## src/rtl/logic_unit_arbiter_pkg.sv

```systemverilog
// Shared types for the two-requester logic unit: opcode and FSM state encodings.
package logic_unit_arbiter_pkg;

  localparam int unsigned OpWidth = 2;

  typedef enum logic [OpWidth-1:0] {
    OP_AND  = 2'b00,
    OP_OR   = 2'b01,
    OP_XOR  = 2'b10,
    OP_NOTA = 2'b11
  } op_e;

  typedef enum logic [1:0] {
    IDLE = 2'b00,
    EXEC = 2'b01,
    DONE = 2'b10
  } state_e;

endpackage

```

## src/rtl/logic_op_core.sv

```systemverilog
// Purely combinational bitwise function unit shared by both requesters.
module logic_op_core
  import logic_unit_arbiter_pkg::*;
#(
  parameter int unsigned N = 2
) (
  input  op_e          op,
  input  logic [N-1:0] a,
  input  logic [N-1:0] b,
  output logic [N-1:0] y
);

  always_comb begin
    y = '0;
    unique case (op)
      OP_AND:  y = a & b;
      OP_OR:   y = a | b;
      OP_XOR:  y = a ^ b;
      OP_NOTA: y = ~a;
      default: y = '0;
    endcase
  end

endmodule

```

## src/rtl/logic_unit_arbiter.sv

```systemverilog
// Round-robin arbiter in front of a single logic unit: accept, execute, report,
// one operation at a time.
module logic_unit_arbiter
  import logic_unit_arbiter_pkg::*;
#(
  parameter int unsigned N = 2
) (
  input  logic               clk,
  input  logic               rst_n,
  input  logic               req0,
  input  logic               req1,
  input  logic [OpWidth-1:0] op0,
  input  logic [OpWidth-1:0] op1,
  input  logic [N-1:0]       a0,
  input  logic [N-1:0]       b0,
  input  logic [N-1:0]       a1,
  input  logic [N-1:0]       b1,
  output logic               ack0,
  output logic               ack1,
  output logic               done0,
  output logic               done1,
  output logic [N-1:0]       y,
  output logic               busy
);

  state_e       state_q, state_d;
  logic         ptr_q, ptr_d;
  logic         owner_q, owner_d;
  op_e          op_q, op_d;
  logic [N-1:0] a_q, a_d;
  logic [N-1:0] b_q, b_d;
  logic [N-1:0] y_q, y_d;
  logic [N-1:0] f_y;
  logic         winner;

  logic_op_core #(
    .N(N)
  ) u_core (
    .op(op_q),
    .a (a_q),
    .b (b_q),
    .y (f_y)
  );

  // Pointer breaks ties only; a lone request wins outright.
  always_comb begin
    if (req0 && req1) begin
      winner = ptr_q;
    end else begin
      winner = req1 && !req0;
    end
  end

  always_comb begin
    state_d = state_q;
    ptr_d   = ptr_q;
    owner_d = owner_q;
    op_d    = op_q;
    a_d     = a_q;
    b_d     = b_q;
    y_d     = y_q;
    unique case (state_q)
      IDLE: begin
        if (req0 || req1) begin
          owner_d = winner;
          ptr_d   = ~winner;
          op_d    = winner ? op_e'(op1) : op_e'(op0);
          a_d     = winner ? a1 : a0;
          b_d     = winner ? b1 : b0;
          state_d = EXEC;
        end
      end
      EXEC: begin
        y_d     = f_y;
        state_d = DONE;
      end
      DONE: begin
        state_d = IDLE;
      end
      default: begin
        state_d = IDLE;
      end
    endcase
  end

  always_ff @(posedge clk or negedge rst_n) begin
    if (!rst_n) begin
      state_q <= IDLE;
      ptr_q   <= 1'b0;
      owner_q <= 1'b0;
      op_q    <= OP_AND;
      a_q     <= '0;
      b_q     <= '0;
      y_q     <= '0;
    end else begin
      state_q <= state_d;
      ptr_q   <= ptr_d;
      owner_q <= owner_d;
      op_q    <= op_d;
      a_q     <= a_d;
      b_q     <= b_d;
      y_q     <= y_d;
    end
  end

  // Pulses decode straight from state so an asynchronous reset clears them at once.
  assign ack0  = (state_q == EXEC) && !owner_q;
  assign ack1  = (state_q == EXEC) && owner_q;
  assign done0 = (state_q == DONE) && !owner_q;
  assign done1 = (state_q == DONE) && owner_q;
  assign busy  = (state_q != IDLE);
  assign y     = y_q;

endmodule

```

## config.mk

```make
export PLATFORM = sky130hd
export DESIGN_NAME = logic_unit_arbiter
export DESIGN_NICKNAME = d
export VERILOG_FILES = /design/src/rtl/logic_unit_arbiter_pkg.sv /design/src/rtl/logic_op_core.sv /design/src/rtl/logic_unit_arbiter.sv
export SDC_FILE = /design/constraint.sdc
export NUM_CORES = 1
export LEC_CHECK = 0
export CAP_MARGIN = 10
export CORE_ASPECT_RATIO = 1.1
export CORE_MARGIN = 4
export CORE_UTILIZATION = 47
export DETAILED_ROUTE_END_ITERATION = 10
export GPL_ROUTABILITY_DRIVEN = 0
export GPL_TIMING_DRIVEN = 0
export PLACE_DENSITY = 0.78
export SETUP_SLACK_MARGIN = 0.5
export SLEW_MARGIN = 20
export SYNTH_ARGS = -nofsm -noshare
export SYNTH_HDL_FRONTEND = slang
export SYNTH_HIERARCHICAL = 1
export SYNTH_SLANG_ARGS = --single-unit
```

## constraint.sdc

```tcl
create_clock -name clk -period 4.7 [get_ports clk]
set_input_delay 0.705 -clock clk [delete_from_list [all_inputs] [get_ports clk]]
set_output_delay 0.705 -clock clk [all_outputs]
set_load 0.03 [all_outputs]
```

==> key figures <==
Pwr
  • Combinational fraction of design power: 0.564
  • Pwr/cell area: 619 mW/mm2
  • Leakage: 0.423 nW
  • Max VDD drop: 0.265 mV
  • Sw frac: 0.408
  • Internal: 351 uW
  • Overall power: 592 uW
  • NetSw: 241 uW
  • Sequential share of power: 0.334
  • Clock share of power: 0.102

Final layout
  • Share of cells above drive strength 1: 0.0957
  • Area growth from synthesis to layout: 35.9%
  • Inserted Diodes: 0
  • Number of fill cells: 116
  • Nets: 116

Logic synthesis
  • Synth top area share: 0.426
  • Largest cells by area after synthesis: dfrtp_1 43%, mux4_1 7.5%, ha_1 7.1%, a31oi_1 5.3%, nand3_1 5.0%
  • Largest area contributor in the netlist: dfrtp_1
  • Distinct cell type count after synthesis: 20
  • Syn Area/Cell: 10.1 um2
  • Synth warn: 6
  • Yosys reg bits: 12
  • Sequential area share after synthesis: 0.426
  • Net count after synthesis: 90
  • Mapped Cells: 70
  • Mapped Area: 704 um2

Clock network
  • Reg clk slew, reported paths: 0.07 ns
  • CTS root buf: clkbuf_4
  • H-tree levels: 1
  • Post-CTS setup buffers: 0
  • Latest clock arrival within the worst-skew pair: 0.27 ns
  • CTS tree: built
  • TritonCTS Sinks: 12
  • Num CTS Buffers: 3
  • Post_cts resized: 0
  • Clk buf depth: 2
  • CTS Hold Bufs: 0

Timing
  • RSZ-0062 raised after global routing: false
  • Slew @ Worst Pin: 0.531 ns
  • Skew final: 0.00144 ns
  • F_max: 416 MHz
  • Slew HR: 0.645
  • Tmin final: 2.40 ns
  • Setup TNS: 0 ns
  • Final worst path period share: 0.511
  • Final Hold Viols: 0
  • Final setup vio count: 0
  • Slew Viols, Final: 0

Critical path
  • Arrival time worst endpoint: 1.70 ns
  • CP cell instances: nand2b_1 > nor2_1 > clkdlybuf4s50_1
  • Crit-path max FO: 5
  • CP required: 3.99 ns
  • Worst Setup Path Type: flip-flop to primary output
  • Critical path's top delay family: buffers and inverters
  • Worst path slowest cell: clkdlybuf4s50_1
  • Critical Path End Type: primary output
  • CP Launch Type: flip-flop
  • Max incr delay on CP: 0.67 ns
  • Worst Path Buf+Inv: 1

Run status
  • Status: finished, final reports clean

Drt
  • Via count: 591
  • Drt wl/cell: 12.5 um
  • Vias/cell: 5.37
  • Initial drt markers: 5
  • Drt pass-1 iters: 5
  • DRC Markers: 0
  • Routed wire length: 1.37 mm
  • Routed Antenna Nets: 0

Place
  • I/O Buffers: 21
  • Post-DP HPWL: 1.15 mm

Floorplanning
  • Die width: 44.9 um
  • IO Count: 23
  • Die Height: 48.6 um
  • Initial Util: 0.509
  • Die area: 0.00218 mm2
  • Floorplan row count: 14
  • Core region area: 0.00138 mm2

Hold path
  • HP Class: flip-flop to flip-flop

Global routing
  • Antenna violations before repair: 0
  • GRT Max-Usage Layer: met2
  • Met3 Use GR: 0.0370
  • Number of global-route vias before repair: 563
  • Total GRT Usage: 0.151
  • M1 GR Usage: 0.142
  • First-pass GRT wire length: 2.33 mm
  • GRT Residual Overflow: 0
  • Largest net degree at the start of global routing: 13
  • Met2 Resource Use GR: 0.263

Flow run
  • Max-Cap Viols: 0
[state kept, by name, indices dropped and copies added (netlist names)]
name / count
owner_q: 1
y: 2
state_q: 2
b_q: 2
ptr_q: 1
op_q: 2
a_q: 2
[worst register-to-register path: stages (launching register included)]
cell	delay [ns]
dfrtp_1	0.37
inv_1	0.07
ha_1	0.30
mux4_1	0.50
mux2_1	0.30
[cell families (layout without fill, tap and decap cells)]
group | after synthesis | count (layout) | synth area share
buf+inv | 13 | 37 | 0.101
fa+ha+maj | 4 | 4 | 0.0711
compound gates | 20 | 20 | 0.156
mux | 4 | 4 | 0.107
simple gates | 17 | 17 | 0.139
flops | 12 | 12 | 0.426
[layout by cell type, fill, tap and decap left out, drive strengths merged]
cell and count:
clkdlybuf4s50 21, dfrtp 12, inv 10, nand3 7
o21ai 7, a21oi 6, a31oi 6, ha 4
buf 3, clkbuf 3, nor2 3, nand2b 2
nor3b 2, mux2 2, mux4 2, or2 1
and2 1, nor2b 1, o21a 1
[synth_stat cells]
cell / number
buf_6: 3
mux2_1: 2
and2_4: 1
ha_1: 4
o21a_1: 1
or2_1: 1
mux4_1: 2
o21ai_1: 1
dfrtp_1: 12
nand3_1: 7
inv_2: 1
inv_1: 9
nor2_2: 1
nor3b_1: 2
nor2b_1: 1
nand2b_1: 2
a21oi_1: 6
o21ai_0: 6
a31oi_1: 6
nor2_1: 2
[power groups by stage]
stage | sequential (mW) | clock (mW) | combinational, mW
2_1_floorplan | 0.209 | 0 | 0.213
3_3_place_gp | 0.197 | 0 | 0.319
3_5_place_dp | 0.199 | 0 | 0.338
4_1_cts | 0.199 | 0.0621 | 0.338
5_1_grt | 0.207 | 0.0676 | 0.371
6_report | 0.198 | 0.0606 | 0.334
[metal layers]
layer	up-vias	routed length, um
met5	-	0
met4	0	41
met3	4	105
met2	28	705
met1	264	520
li1	295	-
[path summary, 6_finish.rpt]
check / slack, ns / startpoint / cells past startpoint / endpoint
worst max-delay path: 2.30 / state_q[1]$_DFFE_PN0P_ / 3 / ack0
worst min-delay path: 0.49 / y[1]$_DFFE_PN0N_ / 1 / y[1]$_DFFE_PN0N_
worst max register to register: 3.04 / a_q[0]$_DFFE_PN0P_ / 4 / y[0]$_DFFE_PN0N_
worst min register to register: 0.49 / y[1]$_DFFE_PN0N_ / 1 / y[1]$_DFFE_PN0N_
max in group asynchronous: 3.56 / rst_n / 1 / owner_q$_DFFE_PN0P_
min in group asynchronous: 0.78 / rst_n / 1 / y[0]$_DFFE_PN0N_
[metrics by stage]
| step | std cells | worst slack (ns) | cell area [um2] | hold slack [ns] | util |
|---|---|---|---|---|---|
| after floorplan | 70 | 2.84 | 704 | 0.409 | - |
| after global placement | 107 | 2.60 | 935 | 0.472 | 0.675 |
| after detailed placement | 107 | 2.57 | 935 | 0.481 | 0.675 |
| after CTS | 110 | 2.27 | 957 | 0.496 | 0.692 |
| after global routing | 110 | 2.15 | 957 | 0.504 | 0.692 |
| final | 110 | 2.30 | 957 | 0.489 | 0.692 |
[area by class of cell]
type	count	area [um2]	share of cell area
repair buffers	21	210	0.220
well taps	16	20.0	0.0209
multi-input cells	45	333	0.348
flip-flops and latches	12	300	0.314
plain buffers	3	33.8	0.0353
clock buffers	3	22.5	0.0235
inverters	10	37.5	0.0392
Note: power is estimated with default switching activity, not from simulation.
